File: config.mk
export PLATFORM = sky130hd
export DESIGN_NAME = code_entry
export DESIGN_NICKNAME = d
export VERILOG_FILES = /design/src/rtl/code_entry_pkg.sv /design/src/rtl/btn_debounce.sv /design/src/rtl/code_entry.sv
export SDC_FILE = /design/constraint.sdc
export NUM_CORES = 1
export LEC_CHECK = 0
export ABC_AREA = 1
export CELL_PAD_IN_SITES_DETAIL_PLACEMENT = 0
export CELL_PAD_IN_SITES_GLOBAL_PLACEMENT = 1
export CORE_AREA = 2 2 127 129
export CTS_CLUSTER_SIZE = 10
export DETAILED_ROUTE_END_ITERATION = 12
export DIE_AREA = 0 0 129 131
export PLACE_DENSITY = 0.83
export SYNTH_ARGS = -nofsm -noshare
export SYNTH_HDL_FRONTEND = slang
export SYNTH_HIERARCHICAL = 1
export SYNTH_SLANG_ARGS = --single-unit
File: constraint.sdc
create_clock -name clk -period 2.1 [get_ports clk]
set_input_delay 0.42 -clock clk [delete_from_list [all_inputs] [get_ports clk]]
set_output_delay 0.42 -clock clk [all_outputs]
set_load 0.05 [all_outputs]
File: src/rtl/code_entry_pkg.sv
// Shared sizes, types and slot-to-output mapping for the digit-entry front end.
package code_entry_pkg;

    localparam int unsigned MAX_DIGITS  = 8;
    localparam int unsigned USER_DIGITS = 4;
    localparam int unsigned DIGIT_W     = 4;
    localparam int unsigned COUNT_W     = 4;
    localparam int unsigned SLOT_W      = $clog2(MAX_DIGITS);

    typedef logic [DIGIT_W-1:0] digit_t;
    typedef logic [COUNT_W-1:0] count_t;
    typedef logic [SLOT_W-1:0]  slot_t;

    typedef enum logic [1:0] {
        OpNone,
        OpEnter,
        OpBack,
        OpClear
    } op_e;

    // Output nibble n of each group shows the slot entered (3-n)-th within that group.
    function automatic slot_t user_slot(input int unsigned n);
        return slot_t'(USER_DIGITS - 1 - n);
    endfunction

    function automatic slot_t pass_slot(input int unsigned n);
        return slot_t'(MAX_DIGITS - 1 - n);
    endfunction

endpackage

File: src/rtl/btn_debounce.sv
// Button debouncer: level follows raw only after raw has held a new value for
// DEBOUNCE_CYCLES cycles; pulse is a one-cycle rising-edge strobe of level.
module btn_debounce #(
    parameter int unsigned DEBOUNCE_CYCLES = 500000
) (
    input  logic clk,
    input  logic rst,
    input  logic raw,
    output logic level,
    output logic pulse
);

    localparam int unsigned CNT_W = (DEBOUNCE_CYCLES > 1) ? $clog2(DEBOUNCE_CYCLES) : 1;
    localparam logic [CNT_W-1:0] CNT_LAST = CNT_W'(DEBOUNCE_CYCLES - 1);

    logic [CNT_W-1:0] r_cnt;
    logic             r_level;
    logic             r_level_prev;

    always_ff @(posedge clk) begin
        if (rst) begin
            r_cnt        <= '0;
            r_level      <= 1'b0;
            r_level_prev <= 1'b0;
        end else begin
            r_level_prev <= r_level;
            // Any sample agreeing with the current level restarts the stability window.
            if (raw == r_level) begin
                r_cnt <= '0;
            end else if (r_cnt == CNT_LAST) begin
                r_level <= raw;
                r_cnt   <= '0;
            end else begin
                r_cnt <= r_cnt + 1'b1;
            end
        end
    end

    assign level = r_level;
    assign pulse = r_level & ~r_level_prev;

endmodule

File: src/rtl/code_entry.sv
// Digit-entry front end: debounced buttons build an 8-digit buffer presented
// to the unlocker; cleared on unlocker resetCount/flag rising edges.
module code_entry
    import code_entry_pkg::*;
#(
    parameter int unsigned DEBOUNCE_CYCLES = 500000
) (
    input  logic               clk,
    input  logic               rst,
    input  logic [DIGIT_W-1:0] digitSw,
    input  logic               btnEnter,
    input  logic               btnBack,
    input  logic               btnClear,
    input  logic               resetCount,
    input  logic               flag,
    output logic [COUNT_W-1:0] inputCount,
    output logic [DIGIT_W-1:0] userNameInput0,
    output logic [DIGIT_W-1:0] userNameInput1,
    output logic [DIGIT_W-1:0] userNameInput2,
    output logic [DIGIT_W-1:0] userNameInput3,
    output logic [DIGIT_W-1:0] passwordInput0,
    output logic [DIGIT_W-1:0] passwordInput1,
    output logic [DIGIT_W-1:0] passwordInput2,
    output logic [DIGIT_W-1:0] passwordInput3,
    output logic               entryFull
);

    logic [2:0] w_unused_levels;
    logic       w_enter_pulse;
    logic       w_back_pulse;
    logic       w_clear_pulse;

    btn_debounce #(.DEBOUNCE_CYCLES(DEBOUNCE_CYCLES)) u_db_enter (
        .clk   (clk),
        .rst   (rst),
        .raw   (btnEnter),
        .level (w_unused_levels[0]),
        .pulse (w_enter_pulse)
    );

    btn_debounce #(.DEBOUNCE_CYCLES(DEBOUNCE_CYCLES)) u_db_back (
        .clk   (clk),
        .rst   (rst),
        .raw   (btnBack),
        .level (w_unused_levels[1]),
        .pulse (w_back_pulse)
    );

    btn_debounce #(.DEBOUNCE_CYCLES(DEBOUNCE_CYCLES)) u_db_clear (
        .clk   (clk),
        .rst   (rst),
        .raw   (btnClear),
        .level (w_unused_levels[2]),
        .pulse (w_clear_pulse)
    );

    digit_t r_digits [MAX_DIGITS];
    count_t r_count;
    logic   r_rc_prev;
    logic   r_flag_prev;

    digit_t w_digits_next [MAX_DIGITS];
    count_t w_count_next;
    logic   w_flush;
    op_e    w_op;
    slot_t  w_wr_slot;
    slot_t  w_last_slot;

    // unlocker holds resetCount high for long stretches, so only its edge may clear.
    assign w_flush     = (resetCount & ~r_rc_prev) | (flag & ~r_flag_prev);
    assign w_wr_slot   = slot_t'(r_count);
    assign w_last_slot = slot_t'(r_count - 1'b1);

    always_comb begin
        w_op = OpNone;
        if (!flag) begin
            if (w_clear_pulse) begin
                w_op = OpClear;
            end else if (w_back_pulse) begin
                w_op = OpBack;
            end else if (w_enter_pulse) begin
                w_op = OpEnter;
            end
        end
    end

    always_comb begin
        w_digits_next = r_digits;
        w_count_next  = r_count;
        if (w_flush) begin
            w_digits_next = '{default: '0};
            w_count_next  = '0;
        end else begin
            unique case (w_op)
                OpClear: begin
                    w_digits_next = '{default: '0};
                    w_count_next  = '0;
                end
                OpBack: begin
                    if (r_count != '0) begin
                        w_digits_next[w_last_slot] = '0;
                        w_count_next               = r_count - 1'b1;
                    end
                end
                OpEnter: begin
                    if (r_count < count_t'(MAX_DIGITS)) begin
                        w_digits_next[w_wr_slot] = digitSw;
                        w_count_next             = r_count + 1'b1;
                    end
                end
                default: ;
            endcase
        end
    end

    always_ff @(posedge clk) begin
        if (rst) begin
            r_digits    <= '{default: '0};
            r_count     <= '0;
            r_rc_prev   <= 1'b0;
            r_flag_prev <= 1'b0;
        end else begin
            r_digits    <= w_digits_next;
            r_count     <= w_count_next;
            r_rc_prev   <= resetCount;
            r_flag_prev <= flag;
        end
    end

    assign inputCount     = r_count;
    assign entryFull      = (r_count == count_t'(MAX_DIGITS));
    assign userNameInput0 = r_digits[user_slot(0)];
    assign userNameInput1 = r_digits[user_slot(1)];
    assign userNameInput2 = r_digits[user_slot(2)];
    assign userNameInput3 = r_digits[user_slot(3)];
    assign passwordInput0 = r_digits[pass_slot(0)];
    assign passwordInput1 = r_digits[pass_slot(1)];
    assign passwordInput2 = r_digits[pass_slot(2)];
    assign passwordInput3 = r_digits[pass_slot(3)];

endmodule

Word-level counts from Yosys, hierarchy flattened:

Cells that the tools add are included.

* output and inout port bits: 37
* input bits: 11
* word-level logic and storage cells: 87
* register bits after elaboration: 101

* bitwise operators: 18
* order comparisons: 5
* multiplexer cells: 15
* $add $sub $neg: 5
* equality and inequality tests: 12
* reductions and logical operators: 12

Operator list (number)
* 32-bit one-hot mux with 3 select lines: 1
* 32-bit 2-to-1 mux: 2
* 19-bit by 1-bit adder with 19-bit output, second input constant: 3
* 19-bit == test, second input constant: 3
* 32-bit AND: 1
* 32-bit bitwise mux: 1
* 32-bit NOT: 1
* 4-bit demux with 3-bit select: 2
* 4-bit 2-to-1 mux: 4
* 4-bit one-hot mux with 3 select lines: 1
* 3-bit OR reduction: 3
* 4-bit >= comparator, second input constant: 2
* 4-bit by 1-bit less-than comparator with 1-bit output, second input constant: 2
* 1-bit NOT: 8
* 3-bit NOT with 4-bit output: 2
* 2-bit 2-to-1 mux: 3
* 2-bit AND reduction: 3
* 1-bit AND: 5
* 4-bit by 1-bit adder with 4-bit output, second input constant: 1
* 2-bit == test, second input constant: 2
* 4-bit == test, second input constant: 1
* 4-bit less-than comparator, second input constant: 1
* 2-bit != test, second input constant: 2
* 4-bit nonzero test: 1
* 9 further kinds: 12

Longest topological paths before layout:

* word-level depth: 10
* depth in mapped cells: 15
* gate-level depth less buffers: 13

By module:

The synthesis kept the hierarchy.

Modules (own cells, without submodules)
* btn_debounce: instances 3, sequential area each 420.4 µm², area each 1177.4 µm², cells each 175
* code_entry: instances 1, sequential area each 760.7 µm², area each 2846.5 µm², cells each 506

Worst setup path before layout:

No wires, ideal clock.

* path type: register to output
* start point: reg r_count[0] (netlist: inputCount[0])
* end point: out entryFull
* path slack: -0.262 ns
* arrival: 1.942 ns
* stages on the path, launching flop included: 7
* cell sequence: dfxtp_1 > buf_2 > inv_1 > buf_2 > ha_1 > nand2_1 > nor2_1

* word-level cells in the longest chain between the ends: 1

RTL lines
* from (decl): RTL line code_entry.sv:58 `count_t r_count;`
* from (signal assigned): RTL line code_entry.sv:124 `r_count <= w_count_next;`
* 4-bit == test: RTL line code_entry.sv:131 `assign entryFull = (r_count == count_t'(MAX_DIGITS));`
* to (decl): RTL line code_entry.sv:25 `output logic entryFull`

No other way between the ends.

Worst setup path after layout:

* start point: reg r_digits, in the netlist passwordInput3[0]
* end point: out passwordInput3[0]

RTL lines
* from (decl): RTL line code_entry.sv:57 `digit_t r_digits [MAX_DIGITS];`
* from (signal assigned): RTL line code_entry.sv:123 `r_digits <= w_digits_next;`
* to (decl): RTL line code_entry.sv:24 `output logic [DIGIT_W-1:0] passwordInput3,`

No word-level cell between the ends.

==> results <==
- Traced cell by cell, the critical path runs through clkdlybuf4s50_1.
- The layout overhead on the synthesized area is 17.0%.
- The final number of max-transition violations was 0.
- A synthesized cell averages 6.19 um2.
- STA classifies the critical path endpoint as an output port.
- The fraction of final layout cells with drive strength greater than 1 is 12.4%.
- Measured on the finished design, the core utilization comes to 47.9%.
- The highest metal layer with signal wires is met4.
- The worst setup path is of the flip-flop to output port kind.
- Along the worst path, the maximum fanout reaches 4.
- The number of buffers inserted by port buffering is 47.
- The shortest clock period the worst path allows after layout is 2020 ps.
- The met1 layer wirelength in the final routing is 7480 um.
- The tightest min-delay check is of the flip-flop to flip-flop type.
- Clock tree synthesis selected as its root buffer the cell sky130_fd_sc_hd__clkbuf_16.
- The clock-pin slew reported for the worst setup and hold paths after clock tree synthesis is 70 ps.
- The final critical path takes up 96.4% of the cycle.
- Grouping stages by cell kind, the critical path spends the most delay in buffers and inverters.
- The number of endpoints with negative hold slack in the final report is 0.
- Measured against its own limit, the worst slew margin works out to 65.7%.
- The finished layout holds 1298 standard cells, fillers aside.
- The residual antenna-violating net count after detailed routing is 0.
- The number of nets in the layout is 1099.
- The clock tree from TritonCTS is built.
- The starting utilization of the core area is 40.9%.
- Dividing total power by cell area gives a power density of 489 mW/mm2.
- The DRC violation total after the first TritonRoute iteration is 267.
- The number of antenna violations at the first check in global routing came to 0.
- The required time at the endpoint of the critical path is 1680 ps.
- The first TritonRoute pass finished after 5 iterations.
- In this run the number of H-tree levels came out at 3.
- The core region is 0.0156 mm2.
- The clock drives 101 sinks.
- The number of CTS-inserted buffers is 9.
- The placement row count is 46.
- The worst voltage drop across the vdd grid is 0.380 mV.
- The aggregate routed wire length is 14900 um.
- In this design, the stage delay of the slowest critical-path cell is 840 ps.
- The design draws 0.00365 W.
- The number of nets handed over by synthesis was 1052.
- At the later pin of the worst-skew pair, clock insertion delay measures 350 ps.
- Based on the critical path, the design can be clocked at up to 494 MHz.
- The number of cells in the design after placement is 1282.
- The detailed router placed 5993 vias in this run.
- For this run, design rule violations remaining after detail routing come to 0.
- For this run, the register share of the synthesized area comes to 31.7%.
- Setup violations remaining at the end of the flow were counted as 0.
- After technology mapping, the gate count stands at 1031.
- Detailed placement finished with a half-perimeter wire length of 10700 um.
- The worst setup path is launched from a flip-flop.
- The actual slew at the worst max-slew pin is 513 ps.
- Clock skew on the completed layout was measured at 7.01 ps.
- The Yosys warning count is 6.
- The number of antenna diodes in the final layout is 0.
- In the routed layout, each cell is associated on average with a via count of 4.62.
- The number of library cell types mapped by synthesis is 30.
- In the final routed layout, each cell accounts on average for 11.5 um.
- The via count of the first global-routing pass is 5267.
- 48 I/O pins were placed.
- The overall track demand over capacity in global routing is 18.3%.
- The flow ran to the end, and the final reports show no timing, DRC or antenna violations.
- For this design, the slowest cell found on the critical path is sky130_fd_sc_hd__clkdlybuf4s50_1.
- The final RePlAce weighted congestion is 0.842.
- The static leakage is 3.11 nW.
- Together, buffers and inverters on the worst path number 1.
- After synthesis the netlist holds a flip-flop and latch count of 101.
- The global-route wire length before repair is 25200 um.
- After global routing the overflow that remains totals 0.
- From left edge to right edge, the die measures 129 um.
- Max-cap violations in this run came to 0.
- At the worst endpoint, the arrival time is 1600 ps.
- The routed design uses 6790 um of met2 wire.
- The die covers 0.0169 mm2.
- Wire segments on met3 add up to 455 um in the final route.
- The mapped netlist covers 0.00638 mm2.
- Entering global routing, the biggest net connects 37 pins.
- From bottom edge to top edge, the die measures 131 um.
- In this run the deepest clock path goes through 2 buffers.
[final timing paths]
| check | start | end | slack (ps) | cells past startpoint |
|---|---|---|---|---|
| worst max register to register | u_db_back/level$_SDFFE_PP0P_ | passwordInput0[1]$_SDFFE_PP0P_ | 160 | 13 |
| worst min-delay path | u_db_clear/r_cnt[0]$_SDFF_PP0_ | u_db_clear/r_cnt[0]$_SDFF_PP0_ | 460 | 1 |
| worst max-delay path | passwordInput3[0]$_SDFFE_PP0P_ | passwordInput3[0] | 80 | 1 |
| worst min register to register | u_db_clear/r_cnt[0]$_SDFF_PP0_ | u_db_clear/r_cnt[0]$_SDFF_PP0_ | 460 | 1 |
[synth_stat cells]
master | n | area share (%)
sky130_fd_sc_hd__xnor2_1 | 6 | 0.82
sky130_fd_sc_hd__nand2_1 | 351 | 21
sky130_fd_sc_hd__a21oi_1 | 56 | 4.4
sky130_fd_sc_hd__nor3_1 | 4 | 0.31
sky130_fd_sc_hd__inv_2 | 5 | 0.29
sky130_fd_sc_hd__nor2_4 | 9 | 1.6
sky130_fd_sc_hd__buf_12 | 3 | 0.94
sky130_fd_sc_hd__xor2_1 | 12 | 1.6
sky130_fd_sc_hd__nand2_2 | 9 | 0.88
sky130_fd_sc_hd__o22ai_1 | 1 | 0.098
sky130_fd_sc_hd__nor2_1 | 107 | 6.3
sky130_fd_sc_hd__nor2_8 | 1 | 0.31
sky130_fd_sc_hd__o21ai_1 | 1 | 0.078
sky130_fd_sc_hd__nor2_2 | 33 | 3.2
sky130_fd_sc_hd__buf_4 | 2 | 0.24
sky130_fd_sc_hd__nand3_1 | 89 | 7.0
sky130_fd_sc_hd__nand3_2 | 3 | 0.47
sky130_fd_sc_hd__clkinv_1 | 1 | 0.059
sky130_fd_sc_hd__nand4_2 | 1 | 0.20
sky130_fd_sc_hd__dfxtp_1 | 101 | 32
sky130_fd_sc_hd__ha_1 | 10 | 2.0
sky130_fd_sc_hd__or2_2 | 6 | 0.59
sky130_fd_sc_hd__nand4_1 | 31 | 3.0
sky130_fd_sc_hd__o21ai_0 | 5 | 0.39
sky130_fd_sc_hd__buf_2 | 19 | 1.5
sky130_fd_sc_hd__clkbuf_1 | 7 | 0.41
sky130_fd_sc_hd__nand2_4 | 7 | 1.2
sky130_fd_sc_hd__inv_1 | 142 | 8.4
sky130_fd_sc_hd__a21oi_2 | 7 | 0.96
sky130_fd_sc_hd__buf_6 | 2 | 0.35
[power breakdown]
group / switching [W] / total [W] / internal (W)
logic: 0.0000777 / 0.000118 / 0.0000405
clock network: 0.000739 / 0.00160 / 0.000864
registers: 0.00000485 / 0.00193 / 0.00192
total: 0.000822 / 0.00365 / 0.00283
[kinds of logic after synthesis]
logic type / count (synthesis) / synth area share [%]
AOI/OAI and AO/OA: 70 / 5.92
xor gates and xnor gates: 18 / 2.47
adders and majority gates: 10 / 1.96
buffers and inverters: 181 / 12.1
DFF: 101 / 31.7
and+or+nand+nor: 651 / 45.8
[layout by cell type (no fill, tap or decap), drive strengths merged]
master	synthesis	layout
o21ai	6	6
a21oi	63	63
clkbuf	7	13
ha	10	10
buf	26	27
nor2	150	150
clkinv	1	3
nor3	4	4
nand4	32	32
o22ai	1	1
or2	6	6
dfxtp	101	101
clkinvlp	0	1
xor2	12	12
inv	147	147
clkdlybuf4s50	0	41
nand3	92	92
nand2	367	367
xnor2	6	6
[final cells by class]
type	instances	area, um2
clock buffer	12	256
timing repair buffer	69	729
inverter	148	556
fill	1674	8130
tap	216	270
sequential	101	2030
clock inverter	3	21.3
multi-input combinational	749	3610
[flip-flops by register name, indices dropped and copies added, names as in the netlist]
register and flops:
userNameInput3 4, passwordInput2 4, u_db_enter/level 1, inputCount 4
userNameInput0 4, userNameInput2 4, passwordInput1 4, u_db_clear/level 1
passwordInput0 4, u_db_clear/r_level_prev 1, userNameInput1 4, u_db_back/r_cnt 19
u_db_back/level 1, u_db_enter/r_cnt 19, u_db_back/r_level_prev 1, r_flag_prev 1
passwordInput3 4, u_db_clear/r_cnt 19, u_db_enter/r_level_prev 1, r_rc_prev 1
[routing by layer]
metal / GRT usage (%) / vias up
met4: 5.75 / 0
met2: 30.0 / 90
li1: - / 3274
met5: 0 / -
met1: 25.2 / 2616
met3: 2.36 / 13
[through the flow]
step | worst slack, ps | cell area [um2] | setup TNS [ps] | hold WS (ps)
after floorplan | 146 | 6390 | 0 | 427
after global placement | -237 | 7130 | -7530 | 439
after detailed placement | -290 | 7130 | -9730 | 443
after CTS | 8.10 | 7400 | 0 | 459
after global routing | -0.608 | 7460 | -0.608 | 477
final | 75.1 | 7460 | 0 | 457
[what timing repair did]
action / in CTS / in global routing
setup buffers: 0 / 0
endpoints found under the setup margin: 0 / 36
hold buffers: 0 / 0
gates resized for setup: 0 / 13
No activity file was read; power rests on OpenSTA's default activity.
